===== config.mk =====
export PLATFORM = sky130hd
export DESIGN_NAME = serial_mag_compare_ctrl
export DESIGN_NICKNAME = d
export VERILOG_FILES = /design/src/rtl/serial_mag_compare_ctrl.sv
export SDC_FILE = /design/constraint.sdc
export NUM_CORES = 1
export LEC_CHECK = 0
export ABC_AREA = 1
export BUFFER_PORTS_ARGS = -buffer_cell sky130_fd_sc_hd__buf_2
export CORE_UTILIZATION = 48
export DETAILED_ROUTE_END_ITERATION = 16
export PLACE_DENSITY = 0.86
export SYNTH_ARGS = -nofsm -noshare
export SYNTH_HDL_FRONTEND = slang
export SYNTH_SLANG_ARGS = --single-unit

===== constraint.sdc =====
create_clock -name clk -period 1.45 [get_ports clk]
set_clock_uncertainty 0.1 [all_clocks]
set_input_delay 0 -clock clk [delete_from_list [all_inputs] [get_ports clk]]
set_output_delay 0 -clock clk [all_outputs]
set_load 0.005 [all_outputs]

===== src/rtl/serial_mag_compare_ctrl.sv =====
// Bit-serial magnitude compare sequencer: feeds {A bit, B bit} MSB-first to a
// 1-bit comparator and stops at the first bit its k/l flags report as unequal.
module serial_mag_compare_ctrl #(
    parameter int WIDTH = 8,
    parameter int IDXW  = $clog2(WIDTH)
) (
    input  logic              clk,
    input  logic              rst_n,
    input  logic              start,
    input  logic [WIDTH-1:0]  a,
    input  logic [WIDTH-1:0]  b,
    input  logic              k,
    input  logic              l,
    output logic [1:0]        s,
    output logic              busy,
    output logic              done,
    output logic              lt,
    output logic              gt,
    output logic              eq,
    output logic              err,
    output logic [IDXW:0]     bits_used
);

    typedef enum logic [1:0] {IDLE, SCAN, DONE} state_t;

    state_t           state;
    logic [WIDTH-1:0] sh_a;
    logic [WIDTH-1:0] sh_b;
    logic [IDXW-1:0]  idx;

    // The shift registers hold only the bits not yet presented on s, so the
    // next pair to present always sits in their MSBs.
    always_ff @(posedge clk or negedge rst_n) begin
        if (!rst_n) begin
            state     <= IDLE;
            s         <= 2'b00;
            busy      <= 1'b0;
            done      <= 1'b0;
            lt        <= 1'b0;
            gt        <= 1'b0;
            eq        <= 1'b0;
            err       <= 1'b0;
            bits_used <= '0;
            sh_a      <= '0;
            sh_b      <= '0;
            idx       <= '0;
        end else begin
            case (state)
                IDLE: begin
                    s    <= 2'b00;
                    busy <= 1'b0;
                    done <= 1'b0;
                    if (start) begin
                        sh_a      <= a << 1;
                        sh_b      <= b << 1;
                        s         <= {a[WIDTH-1], b[WIDTH-1]};
                        idx       <= IDXW'(WIDTH - 1);
                        bits_used <= '0;
                        lt        <= 1'b0;
                        gt        <= 1'b0;
                        eq        <= 1'b0;
                        err       <= 1'b0;
                        busy      <= 1'b1;
                        state     <= SCAN;
                    end
                end

                SCAN: begin
                    bits_used <= bits_used + 1'b1;
                    case ({k, l})
                        2'b01:   lt  <= 1'b1;
                        2'b10:   gt  <= 1'b1;
                        2'b00:   err <= 1'b1;
                        default: if (idx == '0) eq <= 1'b1;
                    endcase
                    if ({k, l} != 2'b11 || idx == '0) begin
                        s     <= 2'b00;
                        busy  <= 1'b0;
                        done  <= 1'b1;
                        state <= DONE;
                    end else begin
                        s    <= {sh_a[WIDTH-1], sh_b[WIDTH-1]};
                        sh_a <= sh_a << 1;
                        sh_b <= sh_b << 1;
                        idx  <= idx - 1'b1;
                    end
                end

                DONE: begin
                    done  <= 1'b0;
                    state <= IDLE;
                end

                default: state <= IDLE;
            endcase
        end
    end

endmodule


# Word-level counts from Yosys, hierarchy flattened
# Index checks and enable logic that the tools add are counted.
# word_totals
elab_cells	76
register_bits	33
output_inout_bits	12
# op_classes
eq_ne	13
reduce_logical	17
muxes	32
add_sub_neg	2
# ops
operator	n
$mux W8	4
$pmux W8 S2	2
$ne A2 B2 Y1 const B	6
$pmux W1 S2	6
$reduce_and A3 Y1	4
$mux W1	9
$mux W2	4
$pmux W2 S2	2
$pmux W4 S2	1
$reduce_and A2 Y1	4
$mux W3	2
$ne A2 B1 Y1 const B	3
$pmux W3 S2	1
$add A4 B1 Y4 const B	1
$eq A2 B1 Y1 const B	2
$eq A2 B2 Y1 const B	2
$logic_not A2 Y1	2
$mux W4	1
$reduce_and A4 Y1	1
$reduce_bool A2 Y1	2
$logic_not A3 Y1	1
$reduce_or A3 Y1	1
$sub A3 B1 Y3 const B	1
$reduce_or A2 Y1	1
$logic_or A1 B1 Y1	1

# Depth between registers and ports, before layout
# Gate-level depths: netlist of the first run.
# depth
ltp_word	4
mapped_depth	9

# Worst setup path before layout of the first run
# Ideal clock, no wire load.
# synth_path
kind	register to register
start	register idx[0]
end	register sh_a[3]
stages_incl_launch_ff	9
setup_time_ns	0.116
arrival_time_ns	1.307
required_ns	1.234
synth_period_minus_slack_ns	1.523
slack_ns	-0.073
path_buffers	1
path_cell_list	dfrtp_1 > inv_1 > ha_1 > ha_1 > nor2_4 > nand2_4 > buf_2 > nand3_1 > nand2_1
# synth_between
elab_chain_cells	4
# synth_rtl
element	line	text
start, declared	29	logic [IDXW-1:0] idx;
start signal, assigned	57	idx <= IDXW'(WIDTH - 1);
start signal, assigned	85	idx <= idx - 1'b1;
$logic_not A3 Y1	76	if ({k, l} != 2'b11 || idx == '0) begin
$logic_or A1 B1 Y1	76	
$ne A2 B2 Y1 (no source line)	--	
$reduce_and A3 Y1 (no source line)	--	
end signal, assigned	54	sh_a <= a << 1;
end signal, assigned	83	sh_a <= sh_a << 1;
end, declared	27	logic [WIDTH-1:0] sh_a;
# No other way between the ends.
# A chain may end at the register's enable or synchronous reset.

# Final worst setup path of the first run
# layout_path
start	register idx[1]
end	register state[0]
# layout_between
elab_chain_cells	4
# layout_rtl
element	line	text
$logic_not A3 Y1	76	
$logic_or A1 B1 Y1	76	
$ne A2 B2 Y1 (no source line)	--	
$reduce_and A2 Y1 (no source line)	--	
end signal, assigned	80	state <= DONE;
end signal, assigned	91	state <= IDLE;
end signal, assigned	94	default: state <= IDLE;
end, declared	26	state_t state;
# No other way between the ends.

==> results of run 1 <==
[cell usage after synthesis]
master	instances
nand3_1	24
inv_1	8
buf_6	1
xnor2_1	1
o21a_1	2
nand2_4	2
ha_1	3
nor2_1	3
nor2_4	2
o31ai_1	2
a21oi_1	3
inv_2	2
o21ai_0	4
dfrtp_1	31
nand3b_1	1
nand3_2	1
buf_4	1
nand2_1	91
buf_2	6
[per-layer routing]
metal	wire length (µm)	vias up	global-route usage, %
met3	293	11	5.13
met1	1660	730	35.2
met4	97	0	12.9
li1	-	729	-
met5	0	-	0
met2	2170	75	46.1
[layout make-up]
type / count / area, µm²
multi-input cells: 142 / 815
flip-flops and latches: 31 / 776
fillers: 205 / 633
repair buffers: 65 / 474
well taps: 42 / 52.6
clock buffers: 6 / 51.3
inverters: 10 / 40.0
clock inverters: 2 / 35.0
[cells in the final DEF (no fill, tap or decap)]
master and instances:
nand2_8 3, inv_1 6, clkbuf_8 1, xnor2_1 1
o31ai_1 2, bufinv_16 1, nand3_4 2, nand2_4 3
a21oi_1 1, ha_4 2, inv_4 1, a21oi_2 2
dfrtp_1 31, dlygate4sd3_1 20, nand3b_1 1, o21ai_0 4
nor2_1 3, ha_1 1, buf_6 1, nor2_4 2
nand2_1 75, buf_2 32, inv_2 3, nand3_2 2
buf_4 11, buf_12 1, clkinv_2 1, o21a_1 2
nand3_1 21, clkbuf_4 5, nand2_2 15
[flip-flops by register name, indices dropped and copies added, names as in the netlist, 2 cells and up]
name / cells
idx: 3
sh_a: 7
sh_b: 7
state: 2
s: 2
bits_used: 4
[worst max-delay path: stages, from the launching register on]
cell     delay, ps
dfrtp_1        400
inv_2           80
ha_4           150
ha_4           150
nor2_4          40
buf_12         140
nand2_8        100
nand2_8        100
buf_4          150
[timing repair]
action                     CTS  global route
gates resized for setup     24            10
hold endpoints to repair    54             0
setup endpoints to repair   19            24
setup buffers                1             4
hold buffers                20             0
pin swaps                   10             7
cloned                       3             0
[metrics by stage]
step / worst slack [ps] / util [%] / instances
final: -45.3 / 78.0 / 298
after global routing: -74.2 / 78.0 / 298
after CTS: -42.8 / 76.0 / 295
after detailed placement: -125 / 60.6 / 263
after global placement: -13.3 / 60.6 / 263
after floorplan: 17.5 / - / 188
[final timing paths]
check / endpoint / startpoint / slack [ps]
max reg2reg: state[0]$_DFFE_PN0P_ / idx[1]$_DFFE_PN0P_ / -50
max in group asynchronous: lt$_DFFE_PN0P_ / rst_n / 670
min in group clk: err$_DFFE_PN0P_ / k / 310
max: state[0]$_DFFE_PN0P_ / idx[1]$_DFFE_PN0P_ / -50
min reg2reg: busy$_DFFE_PN0P_ / busy$_DFFE_PN0P_ / 380
min: s[1]$_DFFE_PN0P_ / rst_n / 120
[report_power, final]
group,internal (mW),leakage (nW),switching (mW),total [mW]
clock,0.407,0.0482,0.302,0.710
sequential,1.22,0.393,0.256,1.48
combinational,0.750,0.756,1.01,1.76
[logic make-up (layout without fill, tap and decap cells)]
group	count (synthesis)	in the layout	synth area share, %
buffers and inverters	18	83	5.72
AOI/OAI and AO/OA	11	11	4.31
and+or+nand+nor	124	127	35.5
adders and majority gates	3	3	2.49
xor gates and xnor gates	1	1	0.581
DFF	31	31	51.4
==> results.sh, run 1 <==
export IMPL_root_buffer="clkbuf_4"
export IMPL_synth_cells=188
export IMPL_die_area_um2=3370
export IMPL_startpoint_type="flop"
export IMPL_cellPowerDensity_nw_per_um2=1760
export IMPL_initial_core_util_pct=52.5
export IMPL_synth_fp_nets=212
export IMPL_diodes=0
export IMPL_p_leak_nw=1.20
export IMPL_min_path_type="in2async"
export IMPL_die_y_um=58.1
export IMPL_placed_area_um2=1740
export IMPL_grt_max_degree=32
export IMPL_grt_pass1_wl_um=6860
export IMPL_seq_area_frac_synth_pct=51.4
export IMPL_fmax_mhz=669
export IMPL_vias=1545
export IMPL_status="complete, but fails checks"
export IMPL_design_area_um2=2240
export IMPL_ios=33
export IMPL_cts_tree="yes"
export IMPL_yosysWarnings=0
export IMPL_htreeDepth=2
export IMPL_synth_top_cell_area_share_pct=51.4
export IMPL_drv_slew=0
export IMPL_rsz0062_at_grt="true"
export IMPL_io_buffers=32
export IMPL_setup_viol=16
export IMPL_drive_above_1_share_pct=34.4
export IMPL_gp_congestion=0.759
export IMPL_cts_made_buffers=5
export IMPL_hold_violations=0
export IMPL_worst_slew_pin_slew_ps=676
export IMPL_dpl_hpwl_um=2270
export IMPL_mappedNetlistArea_um2=1510
export IMPL_ctsLongestPathBuffers=2
export IMPL_synth_top_area_cell="dfrtp_1"
export IMPL_reg2reg_depth=8
export IMPL_grt_usage_pct=27.8
export IMPL_clock_sinks=31
export IMPL_core_area_um2=2880
export IMPL_row_count=19
export IMPL_cp_max_fo=8
export IMPL_slew_headroom_pct=55.0
export IMPL_cp_arrival_ps=1640
export IMPL_clk_pin_slew_ps=110
export IMPL_worstSetupPathType="reg2reg"
export IMPL_via_per_inst=5.18
export IMPL_areaGrowthSynthToFinish_pct=48.7
export IMPL_drt_pass1_iter_count=10
export IMPL_period_needed_ps=1500
export IMPL_power_mw=3.95
export IMPL_wirelength_um=4220
export IMPL_drc_errors=2
export IMPL_cp_data_required_time_ps=1600
export IMPL_vdd_drop_max_mv=0.970
export IMPL_fin_nets=279
export IMPL_cap_violations=0
export IMPL_timing_final_crit_share_pct=103
export IMPL_synth_distinct_cells=19
export IMPL_antenna_found_initial=0
export IMPL_fp_dieW_um=58.1
export IMPL_whs_ps=120
export IMPL_synth_seq_cells=31
export IMPL_setup_ws_ps=-45.3
export IMPL_synth_avg_cell_area_um2=8.03
export IMPL_fin_tns_setup_ps=-321
export IMPL_synthTopCellsByArea="dfrtp_1 (51%), nand2_1 (23%), nand3_1 (8.0%)"
export IMPL_grt_pass1_vias=1486
export IMPL_ant_nets=0
export IMPL_violations="DRC, setup timing"
export IMPL_clk_latency_ps=340
export IMPL_drt_iter0_markers=117
export IMPL_worstSetupEndpointType="flop"
export IMPL_wl_per_cell_um=14.2
export IMPL_overflow=0
No activity file was read; power rests on OpenSTA's default activity.
==> run 2, diff against run 1 <==
--- a/config.mk
+++ b/config.mk
@@ -10,6 +10,7 @@
 export CORE_UTILIZATION = 48
 export DETAILED_ROUTE_END_ITERATION = 16
 export PLACE_DENSITY = 0.86
+export SETUP_SLACK_MARGIN = 0.02
 export SYNTH_ARGS = -nofsm -noshare
 export SYNTH_HDL_FRONTEND = slang
 export SYNTH_SLANG_ARGS = --single-unit
==> run 2 against run 1 <==
  * The flow still finishes with violations (DRC, setup timing)
  * Clock power decreased by 31%
  * Clock-buffer cell count up 1
  * Flip-flop and latch count unchanged
  * Register-to-register slack improved by 30 ps
  * Sequential share of layout area is 1.4 points higher
  * Final cell count fell by 1.3%
  * First-iteration DRC count down 66%
  * Via count shrank 7.6%
  * Routed wire length shrank 17%
  * Largest cell class is now registers
==> results.sh, run 2 (same netlist as run 1, synthesis figures left out) <==
export IMPL_fmax_mhz=684
export IMPL_layout_commonest_cell="nand2_1"
export IMPL_p_comb_share_pct=44.5
export IMPL_min_path_type="in2async"
export IMPL_drive_above_1_share_pct=29.4
export IMPL_fin_nets=275
export IMPL_ctsLongestPathBuffers=2
export IMPL_power_mw=3.53
export IMPL_fin_util_pct=74.9
export IMPL_period_needed_ps=1460
export IMPL_status="complete, but fails checks"
export IMPL_ant_nets=0
export IMPL_die_y_um=58.1
export IMPL_grt_pass1_wl_um=5710
export IMPL_p_int_mw=2.14
export IMPL_drc_errors=1
export IMPL_timing_final_crit_share_pct=101
export IMPL_io_buffers=32
export IMPL_cp_data_required_time_ps=1580
export IMPL_clock_power_share_pct=13.9
export IMPL_grt_max_degree=32
export IMPL_areaGrowthSynthToFinish_pct=42.8
export IMPL_via_per_inst=4.86
export IMPL_cts_made_buffers=5
export IMPL_grt_usage_pct=22.9
export IMPL_reg_top3="sh_a (7), sh_b (7), bits_used (4)"
export IMPL_clock_sinks=31
export IMPL_gp_congestion=0.808
export IMPL_cts_tree="yes"
export IMPL_wl_per_cell_um=11.9
export IMPL_numPlacedInstances=264
export IMPL_vias=1428
export IMPL_p_leak_nw=1.17
export IMPL_drt_pass1_iter_count=10
export IMPL_root_buffer="clkbuf_4"
export IMPL_detailedPlace_worstSlack_ps=5.28
export IMPL_slew_headroom_pct=55.1
export IMPL_cap_violations=0
export IMPL_fp_dieW_um=58.1
export IMPL_setup_viol=1
export IMPL_core_area_um2=2880
export IMPL_clk_latency_ps=340
export IMPL_drv_slew=0
export IMPL_setup_ws_ps=-11.1
export IMPL_worstSetupPathType="reg2reg"
export IMPL_startpoint_type="flop"
export IMPL_initial_core_util_pct=52.5
export IMPL_worst_slew_pin_slew_ps=674
export IMPL_diodes=0
export IMPL_row_count=19
export IMPL_switching_share_pct=39.4
export IMPL_clk_pin_slew_ps=100
export IMPL_hold_violations=0
export IMPL_rsz0062_at_grt="true"
export IMPL_critPathLaunch="idx[1]$_DFFE_PN0P_"
export IMPL_layout_cells_non_filler=294
export IMPL_violations="DRC, setup timing"
export IMPL_power_switching_mw=1.39
export IMPL_ios=33
export IMPL_regToRegStartpoint="idx[1]$_DFFE_PN0P_"
export IMPL_antenna_found_initial=0
export IMPL_dpl_hpwl_um=2220
export IMPL_n_fill_cell=219
export IMPL_whs_ps=123
export IMPL_worstSetupEndpointType="flop"
export IMPL_wirelength_um=3480
export IMPL_p_seq_share_pct=41.6
export IMPL_vdd_drop_max_mv=0.982
export IMPL_grt_pass1_vias=1355
export IMPL_cp_arrival_ps=1590
export IMPL_layout_common_cells="nand2_1 (89), buf_2 (32), dfrtp_1 (31), dlygate4sd3_1 (20), nand3_1 (14)"
export IMPL_drt_iter0_markers=40
export IMPL_die_area_um2=3370
export IMPL_cellPowerDensity_nw_per_um2=1640
export IMPL_htreeDepth=2
export IMPL_cp_max_fo=8
export IMPL_overflow=0
## run 2: cell count changes in the layout (fill, tap and decap cells not counted), sizes merged
| cell | delta |
|---|---|
| nand2 | -3 |
| clkbuf | +1 |
| bufinv | -1 |
| buf | -1 |
## run 2: per-layer routing
metal / wire length [µm] / track usage [%] / vias to the layer above
li1: - / - / 721
met1: 1520 / 27.7 / 662
met2: 1750 / 39.2 / 37
met3: 138 / 4.69 / 8
met4: 69 / 10.2 / 0
met5: 0 / 0 / -
## run 2: critical path: stages (launching register included)
cell	delay, ps
dfrtp_1	370
inv_2	50
ha_4	160
ha_4	160
nor2_4	130
nand2_4	110
buf_12	170
nand3_2	50
nand2_1	50
## run 2: per-stage QoR
step | cell area (µm²) | TNS [ps]
global placement | 1800 | 0
finish | 2150 | -11.1
global route | 2150 | -527
floorplan | 1530 | 0
detailed placement | 1800 | 0
CTS | 2070 | -59.7
## run 2: layout make-up
cell class                      instances  area, µm²  share of cell area (%)
Clock buffer                            7       45.0                    2.09
Clock inverter                          1       5.00                   0.232
Inverter                               10       37.5                    1.74
Multi-Input combinational cell        139        747                    34.7
Sequential cell                        31        776                    36.0
Tap cell                               42       52.6                    2.44
Timing Repair Buffer                   64        492                    22.8
## run 2: timing repair
item,in CTS,in global routing
gates resized for setup,2,17
endpoints found under the hold margin,56,0
setup buffers,1,1
pin swaps,4,11
endpoints found under the setup margin,16,22
hold buffers,20,0
## run 2: final timing paths
check,slack (ps),depth (start not counted),endpoint
setup / recovery,-10,8,idx[0]$_DFFE_PN0P_
hold / removal,120,2,bits_used[2]$_DFFE_PN0P_
setup reg to reg,-10,8,idx[0]$_DFFE_PN0P_
hold reg to reg,390,2,lt$_DFFE_PN0P_
max in group asynchronous,680,2,lt$_DFFE_PN0P_
min in group clk,290,4,sh_a[1]$_DFFE_PN0P_
## run 2: power by group through the flow
stage	clock network, mW	logic, mW	registers (mW)
floorplan	0	0.894	1.43
global placement	0	1.30	1.44
detailed placement	0	1.37	1.45
CTS	0.498	1.45	1.44
global route	0.525	1.76	1.51
finish	0.490	1.57	1.47
==> run 3, diff against run 2 <==
--- a/config.mk
+++ b/config.mk
@@ -7,10 +7,11 @@
 export LEC_CHECK = 0
 export ABC_AREA = 1
 export BUFFER_PORTS_ARGS = -buffer_cell sky130_fd_sc_hd__buf_2
+export CORE_ASPECT_RATIO = 1.4
 export CORE_UTILIZATION = 48
 export DETAILED_ROUTE_END_ITERATION = 16
 export PLACE_DENSITY = 0.86
-export SETUP_SLACK_MARGIN = 0.02
+export SETUP_SLACK_MARGIN = 0.2
 export SYNTH_ARGS = -nofsm -noshare
 export SYNTH_HDL_FRONTEND = slang
 export SYNTH_SLANG_ARGS = --single-unit
==> run 3 against run 2 <==
  * The run ends with setup timing left
  * Clock-buffer cell count up 1
  * Critical path depth is 2 lower
  * Die area is essentially flat
  * Setup slack got worse by 75 ps
  * Clock power rose by 52%
  * Non-clock buffer count up 6
  * Final cell count rose by 0.34%
  * Largest power group unchanged
  * Via count grew 8.8%
  * Critical endpoint is now done$_DFFE_PN0P_
==> results.sh, run 3 (same netlist as run 1, synthesis figures left out) <==
export IMPL_cap_violations=0
export IMPL_design_area_um2=2270
export IMPL_n_fill_cell=197
export IMPL_dpl_hpwl_um=2190
export IMPL_fmax_mhz=651
export IMPL_initial_core_util_pct=51.4
export IMPL_startpoint_type="flop"
export IMPL_core_area_um2=2940
export IMPL_r2r_end="done$_DFFE_PN0P_"
export IMPL_detailedPlace_worstSlack_ps=-7.90
export IMPL_drv_slew=0
export IMPL_cp_arrival_ps=1590
export IMPL_areaGrowthSynthToFinish_pct=50.2
export IMPL_ant_nets=0
export IMPL_slew_headroom_pct=53.7
export IMPL_fin_nets=281
export IMPL_drt_pass1_iter_count=4
export IMPL_drt_iter0_markers=94
export IMPL_drive_above_1_share_pct=32.6
export IMPL_ff_latch_area_um2=776
export IMPL_cp_data_required_time_ps=1500
export IMPL_die_y_um=68.3
export IMPL_dr_wl_met2_um=2340
export IMPL_ctsLongestPathBuffers=2
export IMPL_diodes=0
export IMPL_cts_tree="yes"
export IMPL_drc_errors=0
export IMPL_root_buffer="clkbuf_8"
export IMPL_dr_wl_met3_um=256
export IMPL_timing_final_crit_share_pct=106
export IMPL_wirelength_um=4300
export IMPL_vdd_drop_max_mv=1.13
export IMPL_regToRegStartpoint="idx[0]$_DFFE_PN0P_"
export IMPL_rsz0062_at_grt="true"
export IMPL_rrSetupSlack_ps=-90
export IMPL_cellPowerDensity_nw_per_um2=1750
export IMPL_worstSetupPathType="reg2reg"
export IMPL_wl_met1_um=1560
export IMPL_violations="setup timing"
export IMPL_wl_per_cell_um=14.6
export IMPL_grt_pass1_wl_um=6030
export IMPL_gp_congestion=0.802
export IMPL_clock_sinks=31
export IMPL_overflow=0
export IMPL_reg_top3="sh_a (7), sh_b (7), bits_used (4)"
export IMPL_whs_ps=193
export IMPL_htreeDepth=2
export IMPL_antenna_found_initial=0
export IMPL_p_leak_nw=1.23
export IMPL_placed_area_um2=1780
export IMPL_cp_max_fo=2
export IMPL_grt_max_degree=32
export IMPL_cts_made_buffers=5
export IMPL_min_path_type="in2async"
export IMPL_topRoutingLayerUsed="met4"
export IMPL_via_per_inst=5.27
export IMPL_ios=33
export IMPL_die_area_um2=3370
export IMPL_fp_dieW_um=49.4
export IMPL_io_buffers=32
export IMPL_hold_violations=0
export IMPL_worstSetupEndpointType="flop"
export IMPL_layout_common_cells="nand2_1 (89), buf_2 (32), dfrtp_1 (31), dlygate4sd3_1 (20), nand3_2 (16)"
export IMPL_row_count=23
export IMPL_layout_commonest_cell="nand2_1"
export IMPL_worst_slew_pin_slew_ps=694
export IMPL_period_needed_ps=1540
export IMPL_clk_latency_ps=280
export IMPL_reg2reg_depth=6
export IMPL_grt_pass1_vias=1393
export IMPL_multi_input_area_um2=763
export IMPL_grt_usage_pct=24.7
export IMPL_setup_viol=22
export IMPL_status="complete, but fails checks"
export IMPL_setup_ws_ps=-86.0
export IMPL_vias=1554
export IMPL_clk_pin_slew_ps=60
[run 3: cell count changes in the layout (fill, tap and decap cells not counted), sizes merged]
cell / delta
clkinv: -1
clkbuf: +2
buf: +5
[run 3: worst max-delay path, stage by stage, from the launching register on]
cell and delay (ps):
dfrtp_1 360, inv_1 60, ha_2 210, ha_4 180, buf_4 130, o21ai_0 280
nand2_1 90
[run 3: report_power, final]
group	total, mW	switching, mW	internal [mW]	leakage [nW]
combinational	1.73	0.935	0.791	0.790
sequential	1.49	0.269	1.22	0.393
clock	0.744	0.312	0.433	0.0515
[run 3: how the worst max path moves through the flow]
stage / from / endpoint / slack [ps] / depth (start not counted)
final: idx[0]$_DFFE_PN0P_ / done$_DFFE_PN0P_ / -90 / 6
after global routing: idx[1]$_DFFE_PN0P_ / busy$_DFFE_PN0P_ / -130 / 9
after CTS: idx[1]$_DFFE_PN0P_ / sh_b[5]$_DFFE_PN0P_ / 1 / 8
after detailed placement: idx[1]$_DFFE_PN0P_ / sh_b[5]$_DFFE_PN0P_ / -8 / 8
after global placement: idx[1]$_DFFE_PN0P_ / sh_b[7]$_DFFE_PN0P_ / 50 / 8
after floorplan: idx[0]$_DFFE_PN0P_ / idx[0]$_DFFE_PN0P_ / 40 / 9
[run 3: layer usage]
layer	up-vias	track usage, %
li1	728	-
met1	741	26.2
met2	71	43.7
met3	14	7.11
met4	0	15.0
met5	-	0
[run 3: area by class of cell]
type,count,area share (%)
Clock buffer,8,4.42
Tap cell,37,2.04
Inverter,10,1.77
Sequential cell,31,34.2
Timing Repair Buffer,70,23.9
Multi-Input combinational cell,139,33.7
[run 3: stage by stage]
stage | power, mW | utilization [%] | setup TNS, ps | cells
final | 3.96 | 77.2 | -1220 | 295
after global routing | 4.25 | 77.2 | -2260 | 295
after CTS | 3.66 | 72.5 | 0 | 291
after detailed placement | 2.80 | 60.7 | -7.90 | 259
after global placement | 2.74 | 60.7 | 0 | 259
after floorplan | 2.32 | - | 0 | 188
[run 3: timing repair]
action,4_1_cts,5_1_grt
pin swaps,3,18
endpoints found under the setup margin,28,27
setup buffers,4,3
hold buffers,20,0
endpoints found under the hold margin,50,0
gates resized for setup,4,18
cloned,0,1
